$ cat src/rtl/lsu_axi_pkg.sv
// Shared encodings for the LSU bus master: access sizes, AXI response codes,
// FSM state codes and a byte-count helper.
package lsu_axi_pkg;

  localparam logic [1:0] SZ_B = 2'd0;
  localparam logic [1:0] SZ_H = 2'd1;
  localparam logic [1:0] SZ_W = 2'd2;
  localparam logic [1:0] SZ_D = 2'd3;

  localparam logic [1:0] RESP_OKAY   = 2'b00;
  localparam logic [1:0] RESP_EXOKAY = 2'b01;
  localparam logic [1:0] RESP_SLVERR = 2'b10;
  localparam logic [1:0] RESP_DECERR = 2'b11;

  localparam logic [2:0] ST_IDLE  = 3'd0;
  localparam logic [2:0] ST_WRITE = 3'd1;
  localparam logic [2:0] ST_WRESP = 3'd2;
  localparam logic [2:0] ST_RADDR = 3'd3;
  localparam logic [2:0] ST_RDATA = 3'd4;
  localparam logic [2:0] ST_RESP  = 3'd5;

  function automatic logic [3:0] size_bytes(input logic [1:0] sz);
    return 4'd1 << sz;
  endfunction

endpackage

$ cat src/rtl/lsu_lane_align.sv
// Byte-lane steering: store data/strobe placement and load extract + extend.
module lsu_lane_align
  import lsu_axi_pkg::*;
#(
  parameter int DATA_WIDTH = 64,
  parameter int OFFW       = $clog2(DATA_WIDTH/8)
) (
  input  logic [OFFW-1:0]         off,
  input  logic [1:0]              size,
  input  logic                    sgn,
  input  logic [DATA_WIDTH-1:0]   st_data,
  input  logic [DATA_WIDTH-1:0]   ld_raw,
  output logic [DATA_WIDTH-1:0]   st_lane,
  output logic [DATA_WIDTH/8-1:0] st_strb,
  output logic [DATA_WIDTH-1:0]   ld_data
);

  localparam int NB = DATA_WIDTH/8;

  logic [3:0]            nbytes;
  logic [6:0]            nbits;
  logic [NB-1:0]         strb;
  logic [DATA_WIDTH-1:0] mask;
  logic [DATA_WIDTH-1:0] shifted;
  logic                  sbit;

  always_comb begin
    nbytes  = size_bytes(size);
    nbits   = {nbytes, 3'b000};
    // Shifting all-ones by >= width yields zero, so oversize accesses saturate to full width.
    strb    = ~({NB{1'b1}} << nbytes);
    mask    = ~({DATA_WIDTH{1'b1}} << nbits);
    st_lane = st_data << {off, 3'b000};
    st_strb = strb << off;
    shifted = ld_raw >> {off, 3'b000};
    case (size)
      SZ_B:    sbit = shifted[7];
      SZ_H:    sbit = shifted[15];
      SZ_W:    sbit = shifted[31];
      default: sbit = shifted[DATA_WIDTH-1];
    endcase
    ld_data = (shifted & mask) | ({DATA_WIDTH{sgn & sbit}} & ~mask);
  end

endmodule

$ cat src/rtl/lsu_axi_master.sv
// Single-outstanding LSU bus master: pipeline valid/ready request in,
// AXI4-Lite-style transaction out, aligned/extended completion back.
module lsu_axi_master
  import lsu_axi_pkg::*;
#(
  parameter int DATA_WIDTH = 64,
  parameter int ADDR_WIDTH = 32,
  parameter int RD_WIDTH   = 5
) (
  input  logic                    clk,
  input  logic                    rst,
  input  logic                    req_valid,
  output logic                    req_ready,
  input  logic                    req_we,
  input  logic [ADDR_WIDTH-1:0]   req_addr,
  input  logic [1:0]              req_size,
  input  logic                    req_signed,
  input  logic [DATA_WIDTH-1:0]   req_wdata,
  input  logic [RD_WIDTH-1:0]     req_rd,
  output logic                    rsp_valid,
  input  logic                    rsp_ready,
  output logic [DATA_WIDTH-1:0]   rsp_rdata,
  output logic [RD_WIDTH-1:0]     rsp_rd,
  output logic                    rsp_we,
  output logic                    rsp_misalign,
  output logic                    rsp_buserr,
  output logic                    awvalid,
  input  logic                    awready,
  output logic [ADDR_WIDTH-1:0]   awaddr,
  output logic                    wvalid,
  input  logic                    wready,
  output logic [DATA_WIDTH-1:0]   wdata,
  output logic [DATA_WIDTH/8-1:0] wstrb,
  input  logic                    bvalid,
  output logic                    bready,
  input  logic [1:0]              bresp,
  output logic                    arvalid,
  input  logic                    arready,
  output logic [ADDR_WIDTH-1:0]   araddr,
  input  logic                    rvalid,
  output logic                    rready,
  input  logic [DATA_WIDTH-1:0]   rdata,
  input  logic [1:0]              rresp,
  output logic                    busy
);

  localparam int OFFW = $clog2(DATA_WIDTH/8);

  logic [2:0]            state_q, state_d;
  logic                  we_q, we_d;
  logic [ADDR_WIDTH-1:0] addr_q, addr_d;
  logic [1:0]            size_q, size_d;
  logic                  sgn_q, sgn_d;
  logic [DATA_WIDTH-1:0] st_q, st_d;
  logic [RD_WIDTH-1:0]   rd_q, rd_d;
  logic                  awvalid_q, awvalid_d, wvalid_q, wvalid_d;
  logic                  aw_done_q, aw_done_d, w_done_q, w_done_d;
  logic                  bready_q, bready_d, arvalid_q, arvalid_d, rready_q, rready_d;
  logic                  rsp_valid_q, rsp_valid_d;
  logic [DATA_WIDTH-1:0] rsp_rdata_q, rsp_rdata_d;
  logic [RD_WIDTH-1:0]   rsp_rd_q, rsp_rd_d;
  logic                  rsp_mis_q, rsp_mis_d, rsp_err_q, rsp_err_d;

  logic                    accept, mis;
  logic [DATA_WIDTH-1:0]   st_lane, ld_data;
  logic [DATA_WIDTH/8-1:0] st_strb;

  lsu_lane_align #(.DATA_WIDTH(DATA_WIDTH)) u_align (
    .off     (addr_q[OFFW-1:0]),
    .size    (size_q),
    .sgn     (sgn_q),
    .st_data (st_q),
    .ld_raw  (rdata),
    .st_lane (st_lane),
    .st_strb (st_strb),
    .ld_data (ld_data)
  );

  always_comb begin
    case (req_size)
      SZ_B:    mis = 1'b0;
      SZ_H:    mis = req_addr[0];
      SZ_W:    mis = |req_addr[1:0];
      default: mis = (DATA_WIDTH == 32) || (|req_addr[2:0]);
    endcase
  end

  assign accept = req_valid && req_ready;

  always_comb begin
    state_d     = state_q;
    we_d        = we_q;
    addr_d      = addr_q;
    size_d      = size_q;
    sgn_d       = sgn_q;
    st_d        = st_q;
    rd_d        = rd_q;
    awvalid_d   = awvalid_q;
    wvalid_d    = wvalid_q;
    aw_done_d   = aw_done_q;
    w_done_d    = w_done_q;
    bready_d    = bready_q;
    arvalid_d   = arvalid_q;
    rready_d    = rready_q;
    rsp_valid_d = rsp_valid_q;
    rsp_rdata_d = rsp_rdata_q;
    rsp_rd_d    = rsp_rd_q;
    rsp_mis_d   = rsp_mis_q;
    rsp_err_d   = rsp_err_q;
    case (state_q)
      ST_IDLE: if (accept) begin
        we_d   = req_we;
        addr_d = req_addr;
        size_d = req_size;
        sgn_d  = req_signed;
        st_d   = req_wdata;
        rd_d   = req_rd;
        if (mis) begin
          state_d     = ST_RESP;
          rsp_valid_d = 1'b1;
          rsp_mis_d   = 1'b1;
          rsp_err_d   = 1'b0;
          rsp_rdata_d = '0;
          rsp_rd_d    = req_we ? '0 : req_rd;
        end else if (req_we) begin
          state_d   = ST_WRITE;
          awvalid_d = 1'b1;
          wvalid_d  = 1'b1;
          aw_done_d = 1'b0;
          w_done_d  = 1'b0;
        end else begin
          state_d   = ST_RADDR;
          arvalid_d = 1'b1;
        end
      end
      ST_WRITE: begin
        // AW and W complete independently; move on once both have landed.
        if (awvalid_q && awready) begin
          aw_done_d = 1'b1;
          awvalid_d = 1'b0;
        end
        if (wvalid_q && wready) begin
          w_done_d = 1'b1;
          wvalid_d = 1'b0;
        end
        if (aw_done_d && w_done_d) begin
          state_d  = ST_WRESP;
          bready_d = 1'b1;
        end
      end
      ST_WRESP: if (bvalid) begin
        state_d     = ST_RESP;
        bready_d    = 1'b0;
        rsp_valid_d = 1'b1;
        rsp_err_d   = (bresp != RESP_OKAY);
        rsp_mis_d   = 1'b0;
        rsp_rdata_d = '0;
        rsp_rd_d    = '0;
      end
      ST_RADDR: if (arready) begin
        state_d   = ST_RDATA;
        arvalid_d = 1'b0;
        rready_d  = 1'b1;
      end
      ST_RDATA: if (rvalid) begin
        state_d     = ST_RESP;
        rready_d    = 1'b0;
        rsp_valid_d = 1'b1;
        rsp_err_d   = (rresp != RESP_OKAY);
        rsp_mis_d   = 1'b0;
        rsp_rdata_d = (rresp != RESP_OKAY) ? '0 : ld_data;
        rsp_rd_d    = rd_q;
      end
      ST_RESP: if (rsp_ready) begin
        state_d     = ST_IDLE;
        rsp_valid_d = 1'b0;
        rsp_rdata_d = '0;
        rsp_rd_d    = '0;
        rsp_mis_d   = 1'b0;
        rsp_err_d   = 1'b0;
      end
      default: state_d = ST_IDLE;
    endcase
  end

  always_ff @(posedge clk) begin
    if (rst) begin
      state_q     <= ST_IDLE;
      we_q        <= 1'b0;
      addr_q      <= '0;
      size_q      <= SZ_B;
      sgn_q       <= 1'b0;
      st_q        <= '0;
      rd_q        <= '0;
      awvalid_q   <= 1'b0;
      wvalid_q    <= 1'b0;
      aw_done_q   <= 1'b0;
      w_done_q    <= 1'b0;
      bready_q    <= 1'b0;
      arvalid_q   <= 1'b0;
      rready_q    <= 1'b0;
      rsp_valid_q <= 1'b0;
      rsp_rdata_q <= '0;
      rsp_rd_q    <= '0;
      rsp_mis_q   <= 1'b0;
      rsp_err_q   <= 1'b0;
    end else begin
      state_q     <= state_d;
      we_q        <= we_d;
      addr_q      <= addr_d;
      size_q      <= size_d;
      sgn_q       <= sgn_d;
      st_q        <= st_d;
      rd_q        <= rd_d;
      awvalid_q   <= awvalid_d;
      wvalid_q    <= wvalid_d;
      aw_done_q   <= aw_done_d;
      w_done_q    <= w_done_d;
      bready_q    <= bready_d;
      arvalid_q   <= arvalid_d;
      rready_q    <= rready_d;
      rsp_valid_q <= rsp_valid_d;
      rsp_rdata_q <= rsp_rdata_d;
      rsp_rd_q    <= rsp_rd_d;
      rsp_mis_q   <= rsp_mis_d;
      rsp_err_q   <= rsp_err_d;
    end
  end

  assign req_ready    = (state_q == ST_IDLE);
  assign busy         = ~req_ready;
  assign awvalid      = awvalid_q;
  assign wvalid       = wvalid_q;
  assign bready       = bready_q;
  assign arvalid      = arvalid_q;
  assign rready       = rready_q;
  assign awaddr       = addr_q;
  assign araddr       = addr_q;
  assign wdata        = st_lane;
  // Strobe is only meaningful alongside wvalid; keep it quiet otherwise.
  assign wstrb        = wvalid_q ? st_strb : '0;
  assign rsp_valid    = rsp_valid_q;
  assign rsp_rdata    = rsp_rdata_q;
  assign rsp_rd       = rsp_rd_q;
  assign rsp_misalign = rsp_mis_q;
  assign rsp_buserr   = rsp_err_q;
  assign rsp_we       = rsp_valid_q & ~we_q & ~rsp_mis_q & ~rsp_err_q;

endmodule

$ cat config.mk
export PLATFORM = sky130hd
export DESIGN_NAME = lsu_axi_master
export DESIGN_NICKNAME = d
export VERILOG_FILES = /design/src/rtl/lsu_axi_pkg.sv /design/src/rtl/lsu_lane_align.sv /design/src/rtl/lsu_axi_master.sv
export SDC_FILE = /design/constraint.sdc
export NUM_CORES = 1
export LEC_CHECK = 0
export ABC_AREA = 1
export BUFFER_PORTS_ARGS = -buffer_cell sky130_fd_sc_hd__buf_2
export CAP_MARGIN = 20
export CORE_MARGIN = 2
export CORE_UTILIZATION = 46
export CTS_CLUSTER_DIAMETER = 150
export DETAILED_ROUTE_END_ITERATION = 12
export HOLD_SLACK_MARGIN = 0.15
export PLACE_DENSITY_LB_ADDON = 0.25
export SLEW_MARGIN = 10
export SYNTH_ARGS = -nofsm -noshare
export SYNTH_HDL_FRONTEND = slang
export SYNTH_SLANG_ARGS = --single-unit
export TNS_END_PERCENT = 10
$ cat constraint.sdc
create_clock -name clk -period 1.7 [get_ports clk]
set_clock_uncertainty 0.15 [all_clocks]
set_input_delay 0.085 -clock clk [delete_from_list [all_inputs] [get_ports clk]]
set_output_delay 0.085 -clock clk [all_outputs]
set_load 0.005 [all_outputs]
==> results.cfg <==
[yosys]
yosys.area.top_type = dfxtp_1
synth_top_area_share = 0.3301
ys_seq_area_frac = 0.3301
synth_edf_count = 0
yosysUniqueCellTypes = 43
synth-seq-cells = 187
synth-simple-area-share = 0.2748
syn_area_um2 = 11340
synth_mux_area_frac = 0.01059
synth_compound_area_frac = 0.2606
syn_nets = 1909
synth-warning-count = 0
syn_area_per_cell_um2 = 6.567
synth_most_common_cell = nand2_1
synth_top_family_by_area = simple AND/OR/NAND/NOR gates
synth_ff_type = dfxtp_1
async_flop_share = 0
synthAdderAreaFrac = 0
synth_area_leaders = dfxtp_1 (33%), nand2_1 (12%), o21ai_0 (12%), nor2_1 (6.4%), a21oi_2 (5.2%)
synth_xor_area_frac = 0
syn_inst = 1727
ys_top_cells_by_count = nand2_1 (360), o21ai_0 (267), nor2_1 (192), dfxtp_1 (187), inv_1 (115)

[grt]
grt_pass1_wl_um = 72320
grt_pass1_vias = 13980
grt_max_degree = 78
grt_usage = 0.3473
grt_overflow_total = 0
antenna_found_initial = 1

[drt]
drtPass1Iterations = 6
wl_met1_um = 18330
remaining_drc_errors = 0
wl_per_cell_um = 17.84
routed_wl_um = 47350
dr.first_iter.drc_count = 1484
met3_length_um = 3327
met2_length_um = 22730
vias = 14520
ant_nets = 0
maxUsedRoutingLayer = met4
via_per_inst = 5.470

[floorplanning]
chipHeight_um = 161.0
rows = 57
initial_core_util = 0.4677
die_w_um = 161.0
die_area_um2 = 25930
io-pin-count = 398
core_area_um2 = 24250

[placement]
dp_hpwl_um = 32170
dpl_cell_area_um2 = 14380
numPortBuffers = 397
dp.cells = 2451
place_ws_ns = -0.2298
gp_congestion = 0.9956

[finish]
nets = 2498
seq_area_um2 = 3765
multi_input_area_um2 = 6802
finalNonFillerCells = 2654
drive_gt1_frac = 0.3873
num-fill-cells = 1953
final_cell_area_um2 = 17470
area_growth_pct = 54.00

[pwr]
leakage_nw = 8.115
power_density_nw_per_um2 = 1527
power_mw = 26.68
ir_drop_mv = 0.8643

[timing]
rsz0062_at_grt = true
period_needed_ns = 2.172
worst_pin_slew_ns = 0.5363
final_hold_viol_count = 0
finalSetupViolCount = 144
setup_slack_ns = -0.4716
max_clock_freq_mhz = 460.5
final-max-slew-violation-count = 0
min_period_over_period = 1.277
maxSlewHeadroom = 0.6425

[worst_setup_path]
crit_path_start_kind = register
cp_max_fo = 6
critPathKind = register to primary output
cp-end-kind = primary output
regToRegEndpoint = rsp_rdata[26]
cp.required_ns = 1.46
reg2regPathDepth = 10
crit_start = araddr[0]
r2r_slack_ns = -0.35
cp_data_arrival_time_ns = 1.94
r2r-start = araddr[0]

[clocking]
numCtsBuffers = 17
clock_sinks = 187
htreeDepth = 4
clockBufferDepth = 2
clk_pin_slew_ns = 0.08
insertion_delay_ns = 0.45
root_buffer = clkbuf_16
cts_tree = built

[min_path]
hp-start = rdata[23]
hold_depth = 8
worstHoldPathType = primary input to register
hold_end = rsp_rdata[7]

[run]
maxCapViolCount = 0

[outcome]
violations = negative setup slack
status = finished, violations left
-- state kept, by name, summed over array words and instances, names as in the netlist --
register and flops:
aw_done_q 1, w_done_q 1, st_q 64, rsp_misalign 1
state_q 3, araddr 32, sgn_q 1, rd_q 5
awvalid 1, rsp_rdata 64, bready 1, rsp_buserr 1
arvalid 1, wvalid 1, size_q 2, rready 1
we_q 1, rsp_valid 1, rsp_rd 5
-- critical path, stage by stage (launching register included) --
cell and delay (ns):
dfxtp_4 0.38, buf_6 0.13, nor2_8 0.09, clkinvlp_4 0.22, buf_6 0.18, o22ai_2 0.16, nand2_1 0.08, o21ai_1 0.11
buf_2 0.15
-- power by group --
group / switching (mW) / leakage, nW / internal, mW / total [mW]
registers: 0.705 / 1.53 / 5.34 / 6.04
logic: 9.54 / 6.28 / 6.78 / 16.3
clock network: 2.25 / 0.302 / 2.06 / 4.31
total: 12.5 / 8.11 / 14.2 / 26.7
-- layout by cell type, fill, tap and decap left out, types with 3 or more instances in the layout --
cell type      count
nor2_1           181
inv_2              3
inv_8              7
a21oi_2           76
o22ai_2            6
nand3_2           13
o21ai_2           42
clkbuf_16         19
dlygate4sd3_1    158
o211ai_1          16
nand2_2           86
a31oi_1           16
o21ai_1           70
nand3_1           65
o21ai_4            3
nor2_2             8
buf_12            21
dfxtp_4            5
buf_2            395
nor2_4             6
nand2_1          332
nor3_1             3
buf_8              5
dfxtp_1          180
buf_4            133
mux2i_1            9
o21ai_0          160
o22ai_1            5
clkinv_4           3
or2_4              6
o21a_1             7
a21oi_1          100
buf_6             19
inv_12             7
nand2_4           15
inv_1            113
-- metrics by stage --
stage	setup TNS (ns)	util	hold slack (ns)
after CTS	-31.02	0.7015	0.1541
final	-40.54	0.7203	0.1578
after global placement	-12.85	0.5928	0.1536
after detailed placement	-15.26	0.5928	0.1615
after floorplan	-3.327	-	0.05081
after global routing	-55.39	0.7203	0.2008
-- cells by family after synthesis --
family,count (synthesis)
AO/OA/AOI/OAI,515
buffers and inverters,288
flip-flops,187
AND/OR/NAND/NOR,725
multiplexers,12
-- final cells by class --
class | instances | area share
Antenna cell | 1 | 0.0001433
Clock buffer | 17 | 0.02436
Clock inverter | 15 | 0.01139
Inverter | 123 | 0.02923
Multi-Input combinational cell | 1252 | 0.3894
Sequential cell | 187 | 0.2156
Tap cell | 324 | 0.02321
Timing Repair Buffer | 735 | 0.3067
-- layer usage --
layer  up-vias  GRT usage
met5         -          0
met4         0     0.1960
met3       208    0.05239
met2       807     0.5905
met1      6683     0.4207
li1       6820          -
-- worst max path at each step --
stage	endpoint	slack, ns	cells past startpoint
global route	wdata[49]	-0.53	8
CTS	wdata[55]	-0.44	8
floorplan	rsp_rdata[37]	-0.06	11
global placement	wdata[57]	-0.23	8
detailed placement	rsp_rdata[12]	-0.23	12
finish	wdata[48]	-0.47	8
-- timing repair --
| item | in CTS | in global routing |
|---|---|---|
| endpoints found under the hold margin | 187 | 1 |
| cloned | 0 | 2 |
| buffers inserted | 5 | 6 |
| gates resized for setup | 177 | 122 |
| endpoints found under the setup margin | 214 | 226 |
| pin swaps | 11 | 17 |
| hold buffers | 158 | 1 |
No activity file was read; power rests on OpenSTA's default activity.
